<file path="config.mk">
export PLATFORM = sky130hd
export DESIGN_NAME = mux_parametros_sync_flat
export DESIGN_NICKNAME = d
export VERILOG_FILES = /design/src/rtl/mux_parametros_sync_if.sv /design/src/rtl/mux_parametros_sync.sv /design/src/flat_wrapper.sv
export SDC_FILE = /design/constraint.sdc
export NUM_CORES = 1
export LEC_CHECK = 0
export CAP_MARGIN = 40
export CORE_MARGIN = 8
export CORE_UTILIZATION = 64
export DETAILED_ROUTE_END_ITERATION = 7
export DONT_BUFFER_PORTS = 1
export GPL_ROUTABILITY_DRIVEN = 0
export HOLD_SLACK_MARGIN = 0.05
export PLACE_DENSITY_LB_ADDON = 0.12
export SYNTH_ARGS = -nofsm -noshare
export SYNTH_HDL_FRONTEND = slang
export SYNTH_SLANG_ARGS = --single-unit
</file>
<file path="constraint.sdc">
create_clock -name clk -period 2.7 [get_ports clk]
set_clock_uncertainty 0.2 [all_clocks]
set_input_delay 0.54 -clock clk [delete_from_list [all_inputs] [get_ports clk]]
set_output_delay 0.54 -clock clk [all_outputs]
set_load 0.01 [all_outputs]
</file>
<file path="src/rtl/mux_parametros_sync_if.sv">
// Bundle of the user/RTC/VGA/write-sequencer signals around the parameter selector.
// The slave modport is the selector itself; the master modport is whoever drives it.
interface mux_parametros_sync_if #(
    parameter int NUM_FIELDS = 9,
    parameter int FIELD_W    = 8
);
    localparam int BUS_W = NUM_FIELDS * FIELD_W;

    logic [BUS_W-1:0] usr_bus;
    logic [BUS_W-1:0] rtc_bus;
    logic             rtc_valid;
    logic             edit_pulse;
    logic             commit;
    logic             frame_tick;
    logic             wr_ack;
    logic [BUS_W-1:0] vga_bus;
    logic [BUS_W-1:0] wr_data;
    logic             wr_req;
    logic             src_usr;
    logic             vga_upd;

    modport slave (
        input  usr_bus, rtc_bus, rtc_valid, edit_pulse, commit, frame_tick, wr_ack,
        output vga_bus, wr_data, wr_req, src_usr, vga_upd
    );

    modport master (
        output usr_bus, rtc_bus, rtc_valid, edit_pulse, commit, frame_tick, wr_ack,
        input  vga_bus, wr_data, wr_req, src_usr, vga_upd
    );
endinterface

</file>
<file path="src/rtl/mux_parametros_sync.sv">
// Selects RTC or user-entered date/time fields for the VGA overlay, reloading the
// display only on frame ticks, and hands committed edits to the RTC write sequencer.
module mux_parametros_sync #(
    parameter int NUM_FIELDS  = 9,
    parameter int FIELD_W     = 8,
    parameter int TIMEOUT_CYC = 1000000,
    localparam int CNT_W      = $clog2(TIMEOUT_CYC + 1)
) (
    input  logic                   clk,
    input  logic                   reset_n,
    mux_parametros_sync_if.slave   bus
);
    localparam int BUS_W = NUM_FIELDS * FIELD_W;
    localparam logic [CNT_W-1:0] CNT_RELOAD = CNT_W'(TIMEOUT_CYC - 1);

    typedef enum logic [1:0] {
        S_RTC    = 2'd0,
        S_EDIT   = 2'd1,
        S_COMMIT = 2'd2
    } state_t;

    state_t           state_q;
    logic [CNT_W-1:0] cnt_q;
    logic [BUS_W-1:0] shadow_q;
    logic [BUS_W-1:0] vga_q;
    logic [BUS_W-1:0] wr_data_q;
    logic             wr_req_q;
    logic             src_usr_q;
    logic             vga_upd_q;
    logic [BUS_W-1:0] disp_d;

    // A fresh RTC read arriving with the frame tick bypasses the shadow so the
    // display never lags the shadow by a whole frame.
    always_comb begin
        disp_d = shadow_q;
        unique case (state_q)
            S_RTC:    disp_d = bus.rtc_valid ? bus.rtc_bus : shadow_q;
            S_EDIT:   disp_d = bus.usr_bus;
            S_COMMIT: disp_d = wr_data_q;
            default:  disp_d = shadow_q;
        endcase
    end

    always_ff @(posedge clk or negedge reset_n) begin
        if (!reset_n) begin
            state_q   <= S_RTC;
            cnt_q     <= '0;
            shadow_q  <= '0;
            vga_q     <= '0;
            wr_data_q <= '0;
            wr_req_q  <= 1'b0;
            src_usr_q <= 1'b0;
            vga_upd_q <= 1'b0;
        end else begin
            if (bus.rtc_valid) begin
                shadow_q <= bus.rtc_bus;
            end

            vga_upd_q <= bus.frame_tick;
            if (bus.frame_tick) begin
                vga_q <= disp_d;
            end

            // src_usr is written alongside every state change so it tracks the state register.
            unique case (state_q)
                S_RTC: begin
                    if (bus.edit_pulse) begin
                        state_q   <= S_EDIT;
                        src_usr_q <= 1'b1;
                        cnt_q     <= CNT_RELOAD;
                    end
                end
                S_EDIT: begin
                    if (bus.commit) begin
                        state_q   <= S_COMMIT;
                        wr_data_q <= bus.usr_bus;
                        wr_req_q  <= 1'b1;
                    end else if (bus.edit_pulse) begin
                        cnt_q <= CNT_RELOAD;
                    end else if (cnt_q == '0) begin
                        state_q   <= S_RTC;
                        src_usr_q <= 1'b0;
                    end else begin
                        cnt_q <= cnt_q - CNT_W'(1);
                    end
                end
                S_COMMIT: begin
                    if (bus.wr_ack) begin
                        wr_req_q  <= 1'b0;
                        state_q   <= S_RTC;
                        src_usr_q <= 1'b0;
                    end
                end
                default: begin
                    state_q   <= S_RTC;
                    src_usr_q <= 1'b0;
                    wr_req_q  <= 1'b0;
                end
            endcase
        end
    end

    assign bus.vga_bus = vga_q;
    assign bus.wr_data = wr_data_q;
    assign bus.wr_req  = wr_req_q;
    assign bus.src_usr = src_usr_q;
    assign bus.vga_upd = vga_upd_q;
endmodule

</file>
<file path="src/flat_wrapper.sv">
// flat-port wrapper written by rule: the top's interface ports become plain ports
module mux_parametros_sync_flat 
#(
    parameter int NUM_FIELDS  = 9,
    parameter int FIELD_W     = 8,
    parameter int TIMEOUT_CYC = 1000000,
    localparam int CNT_W      = $clog2(TIMEOUT_CYC + 1)
)
  (clk, reset_n, bus_usr_bus, bus_rtc_bus, bus_rtc_valid, bus_edit_pulse, bus_commit, bus_frame_tick, bus_wr_ack, bus_vga_bus, bus_wr_data, bus_wr_req, bus_src_usr, bus_vga_upd);
  mux_parametros_sync_if #(.NUM_FIELDS(NUM_FIELDS), .FIELD_W(FIELD_W)) bus_i ();
  input  logic clk;
  input  logic reset_n;
  input wire logic [$bits(bus_i.usr_bus)-1:0] bus_usr_bus;
  input wire logic [$bits(bus_i.rtc_bus)-1:0] bus_rtc_bus;
  input wire logic [$bits(bus_i.rtc_valid)-1:0] bus_rtc_valid;
  input wire logic [$bits(bus_i.edit_pulse)-1:0] bus_edit_pulse;
  input wire logic [$bits(bus_i.commit)-1:0] bus_commit;
  input wire logic [$bits(bus_i.frame_tick)-1:0] bus_frame_tick;
  input wire logic [$bits(bus_i.wr_ack)-1:0] bus_wr_ack;
  output wire logic [$bits(bus_i.vga_bus)-1:0] bus_vga_bus;
  output wire logic [$bits(bus_i.wr_data)-1:0] bus_wr_data;
  output wire logic [$bits(bus_i.wr_req)-1:0] bus_wr_req;
  output wire logic [$bits(bus_i.src_usr)-1:0] bus_src_usr;
  output wire logic [$bits(bus_i.vga_upd)-1:0] bus_vga_upd;
  assign bus_i.usr_bus = bus_usr_bus;
  assign bus_i.rtc_bus = bus_rtc_bus;
  assign bus_i.rtc_valid = bus_rtc_valid;
  assign bus_i.edit_pulse = bus_edit_pulse;
  assign bus_i.commit = bus_commit;
  assign bus_i.frame_tick = bus_frame_tick;
  assign bus_i.wr_ack = bus_wr_ack;
  assign bus_vga_bus = bus_i.vga_bus;
  assign bus_wr_data = bus_i.wr_data;
  assign bus_wr_req = bus_i.wr_req;
  assign bus_src_usr = bus_i.src_usr;
  assign bus_vga_upd = bus_i.vga_upd;
  mux_parametros_sync #(.NUM_FIELDS(NUM_FIELDS), .FIELD_W(FIELD_W), .TIMEOUT_CYC(TIMEOUT_CYC)) u_core (.clk(clk), .reset_n(reset_n), .bus(bus_i));
endmodule
</file>
==> results.md, run 1 <==
* CTS H-tree depth at 1
* Die height at 147.3 um
* # IOs at 298
* Port bufs at 0
* Run Error: [ERROR RSZ-0060] Max buffer count reached.
* # placed instances at 884
* Clock buffer depth at 3
* Syn Inst Count at 696
* Post-CTS Setup Bufs at 0
* Status: stopped before the end
* Synth area leader: dfrtp_1
* Post-synth ARST share at 100.0%
* Stopped at: clock tree synthesis (4_1_cts)
* Synth top area share at 54.68%
* Dpl cell area at 11240 um^2
* Initial core utilization at 64.66%
* Die X at 147.3 um
* CTS resizes at 0
* CTS root buf: clkbuf_16
* TritonCTS Buffers at 26
* Cell Area, Synth at 11030 um^2
* DP Wirelength at 18540 um
* Syn nets at 849
* Clock Sinks at 241
* Synth Register Bits at 241
* CTS Hold Bufs at 187
* Avg Cell Area, Syn at 15.85 um^2
* Dominant synthesized flop cell: dfrtp_1
* Seq/Total Area, Yosys at 54.68%
* Number of synthesized flops with an enable pin at 0
* Ranking of synthesized cells by area: dfrtp_1 55%, mux2_2 22%, mux4_2 15%, clkbuf_1 1.2%, nand2_1 0.51%
* Yosys warnings at 0
* Core Rows at 48
* Post-synthesis cell type count at 43
[cells in the mapped netlist, types with 3 or more instances]
cell	number
xnor2_1	6
clkbuf_1	36
a211oi_1	3
nand2_1	15
nor4_1	6
mux2_2	216
inv_1	6
a21oi_1	10
o21ai_1	3
nand2b_1	4
o21ai_0	4
mux4_2	72
or3_1	7
xor2_1	5
nor3_1	5
buf_2	4
dfrtp_1	241
nor2_1	15
buf_1	6
[cells by family after synthesis]
kind of cell	count (synthesis)	synth area share, %
AND/OR/NAND/NOR	69	3.551
XOR/XNOR	11	0.8735
adder cells (fa/ha/maj)	2	0.2268
AO/OA/AOI/OAI	31	1.906
flip-flops	241	54.68
buffers and inverters	53	1.917
multiplexers	289	36.85
[metrics by stage]
step	setup WS (ps)	hold slack, ps
after floorplan	168.8	44.41
after global placement	229.9	50.98
after detailed placement	117.2	50.88
==> run 2: changes to the inputs <==
--- a/config.mk
+++ b/config.mk
@@ -7,12 +7,11 @@
 export LEC_CHECK = 0
 export CAP_MARGIN = 40
 export CORE_MARGIN = 8
-export CORE_UTILIZATION = 64
+export CORE_UTILIZATION = 40
 export DETAILED_ROUTE_END_ITERATION = 7
 export DONT_BUFFER_PORTS = 1
 export GPL_ROUTABILITY_DRIVEN = 0
-export HOLD_SLACK_MARGIN = 0.05
-export PLACE_DENSITY_LB_ADDON = 0.12
+export PLACE_DENSITY_LB_ADDON = 0.15
 export SYNTH_ARGS = -nofsm -noshare
 export SYNTH_HDL_FRONTEND = slang
 export SYNTH_SLANG_ARGS = --single-unit
==> results.md, run 2 <==
* Critical path fanouts, max at 6
* Cell Area, Synth at 11030 um^2 (unchanged)
* TritonCTS clock tree: done
* Clock Sinks at 241 (unchanged)
* Status: finished, violations left
* Top Family by Delay on Critical Path: simple AND/OR/NAND/NOR gates
* Worst Hold Class: in -> async
* Wirelength, routed at 30940 um
* DR vias at 7106
* Sequential power share at 46.1%
* Post-route ant nets at 0
* GR Util All Layers at 18.54%
* Routed len/inst at 24.67 um
* CTS resizes at 0 (unchanged)
* First-pass GRT wire length at 49230 um
* Setup crit end kind: flip-flop
* CTS root buf: clkbuf_16
* Final Cell Area at 14400 um^2
* TritonCTS Buffers at 29 (+12%)
* Failing checks: hold timing
* Pre-CTS WS at 168.7 ps (+51.47 ps)
* R2r setup slk at 150 ps
* Port bufs at 0 (unchanged)
* R2r endpoint: u_core.cnt_q[17]$_DFFE_PN0P_
* Max VDD drop at 0.5454 mV
* Vias in the first global route at 8151
* DR vias/cell at 5.667
* Avg Cell Area, Syn at 15.85 um^2 (unchanged)
* Count leader, synth: dfrtp_1
* Clock power share at 26.7%
* Max Cap Violations at 0
* Reg2Reg Depth at 7
* Worst path max stage delay at 510 ps
* Antenna violations before repair at 0
* FMAX at 0.3924 GHz
* Initial detailed-routing violation count at 375
* Largest net degree at the start of global routing at 242
* Worst setup SP type: flip-flop
* Clock buffer depth at 3 (unchanged)
* Number of synthesized flops with an enable pin at 0 (unchanged)
* Fin crit share at 94.38%
* Ranking of synthesized cells by area: dfrtp_1 55%, mux2_2 22%, mux4_2 15%, clkbuf_1 1.2%, nand2_1 0.51%
* Most frequent cells in the layout: 239 x dfrtp_1, 216 x mux2_2, 201 x dlygate4sd3_1, 72 x mux4_2, 29 x clkbuf_16
* Leakage Power at 0.005757 uW
* Share of post-route cells with drive strength above 1 at 38.77%
* Synth Register Bits at 241 (unchanged)
* Switch share at 32.29%
* Post-synth ARST share at 100.0% (unchanged)
* Initial core utilization at 40.81% (-24 points)
* # IOs at 298 (unchanged)
* Drt first pass iters at 4
* Die height at 182.1 um (+24%)
* PnR worst setup slack at 151.8 ps
* Synth area leader: dfrtp_1
* Core Rows at 60 (+25%)
* Pint at 9911 uW
* RR Startpoint: u_core.cnt_q[0]$_DFFE_PN0P_
* Die X at 182.1 um (+24%)
* Clock-pin slew of the registers on the worst-case setup and hold paths at 60 ps
* Dominant synthesized flop cell: dfrtp_1
* RSZ-0062 raised after global routing: false
* Syn Inst Count at 696 (unchanged)
* WP buf/inv at 1
* Syn nets at 849 (unchanged)
* Sum of negative setup slack at 0 ps
* Post-synthesis cell type count at 43 (unchanged)
* Logic pwr share at 27.3%
* Core outline area at 27030 um^2
* Pins over their slew limit at 0
* Min Hold Slack at -504.4 ps
* CTS H-tree depth at 1 (unchanged)
* Endpoints failing setup at 0
* Final Critical Period at 2548 ps
* Fillers at 2180
* Area Overhead vs Synth at 30.60%
* Seq/Total Area, Yosys at 54.68% (unchanged)
* Dpl cell area at 11390 um^2 (+1.3%)
* Slew @ Worst Pin at 688.2 ps
* Worst Path Class, Setup: reg -> reg
* Pwr dens at 1016 nW/um^2
* Worst EP arrival at 2760 ps
* Synth top area share at 54.68% (unchanged)
* # placed instances at 999 (+13%)
* # nets final at 1044
* Slowest-stage cell, CP: or4b_1
* DP Wirelength at 19110 um (+3.1%)
* Die area at 33140 um^2
* Psw at 4727 uW
* Hold Vio Cnt, Final at 241
* # DRC at 0
* Synth top cells by count: 241 x dfrtp_1, 216 x mux2_2, 72 x mux4_2, 36 x clkbuf_1
* Max-slew headroom at 53.84%
* Diode count at 0
* Global route overflow at 0
* Yosys warnings at 0 (unchanged)
* Worst Path Required at 2910 ps
* Worst-Skew Late Latency at 530 ps
* CP cell instances: inv_1 -> ha_1 -> or4b_1 -> or3_1 -> o311ai_1 -> xor2_1 -> nand2_1
* Final Non-Filler Cells at 1254
* Commonest non-fill, non-tap cell in the layout: dfrtp_1
[run 2: cell counts after synthesis]
No cell type changed its count.
[run 2: power groups by stage]
stage | combinational, uW | sequential (uW) | clock (uW)
4_1_cts | 4030 | 6760 | 4010
3_3_place_gp | 3550 | 6760 | 0
3_5_place_dp | 3690 | 6800 | 0
6_report | 3990 | 6740 | 3910
5_1_grt | 4330 | 6930 | 4140
2_1_floorplan | 3210 | 6110 | 0
[run 2: kinds of logic (layout without fill, tap and decap cells)]
| group | Yosys count | in the layout | synth area share (%) |
|---|---|---|---|
| buf+inv | 53 | 270 | 1.917 |
| mux | 289 | 289 | 36.85 |
| simple gates | 69 | 69 | 3.551 |
| flops | 241 | 241 | 54.68 |
| xor+xnor | 11 | 11 | 0.8735 |
| fa+ha+maj | 2 | 2 | 0.2268 |
| compound gates | 31 | 31 | 1.906 |
[run 2: what timing repair did]
| item | 4_1_cts | 5_1_grt |
|---|---|---|
| buffers inserted | 0 | 0 |
| endpoints found under the hold margin | 461 | 242 |
| hold buffers | 201 | 1 |
| setup endpoints to repair | 0 | 0 |
[run 2: final cells by class]
cell class / count / area, um^2 / area share (%)
tap: 341 / 426.7 / 2.962
inverter: 6 / 22.52 / 0.1564
multi-input combinational: 402 / 4795 / 33.29
timing repair buffer: 211 / 2145 / 14.89
clock inverter: 6 / 83.83 / 0.5820
sequential: 241 / 6038 / 41.92
clock buffer: 47 / 893.4 / 6.202
[run 2: worst max path at each step]
| stage | startpoint | endpoint | slack [ps] | depth (start not counted) |
|---|---|---|---|---|
| floorplan | bus_rtc_valid | u_core.bus.vga_bus[10]$_DFFE_PN0P_ | 170 | 5 |
| global route | u_core.cnt_q[0]$_DFFE_PN0P_ | u_core.cnt_q[17]$_DFFE_PN0P_ | 2 | 7 |
| CTS | u_core.cnt_q[0]$_DFFE_PN0P_ | u_core.cnt_q[17]$_DFFE_PN0P_ | 170 | 7 |
| detailed placement | u_core.cnt_q[0]$_DFFE_PN0P_ | u_core.cnt_q[17]$_DFFE_PN0P_ | 170 | 7 |
| global placement | u_core.cnt_q[0]$_DFFE_PN0P_ | u_core.cnt_q[17]$_DFFE_PN0P_ | 230 | 7 |
| finish | u_core.cnt_q[0]$_DFFE_PN0P_ | u_core.cnt_q[17]$_DFFE_PN0P_ | 150 | 7 |
[run 2: metal layers]
metal / vias to the layer above / wire (um) / track usage (%)
li1: 3015 / - / -
met1: 3732 / 11880 / 22.01
met2: 297 / 15010 / 31.15
met3: 62 / 3222 / 7.071
met4: 0 / 822 / 5.051
met5: - / 0 / 0
[run 2: per-stage QoR]
| stage | util (%) | total power (uW) |
|---|---|---|
| after floorplan | - | 9327 |
| after global placement | 42.13 | 10320 |
| after detailed placement | 42.13 | 10490 |
| after CTS | 53.26 | 14800 |
| after global routing | 53.30 | 15400 |
| final | 53.30 | 14640 |
Note: power is estimated with default switching activity, not from simulation.
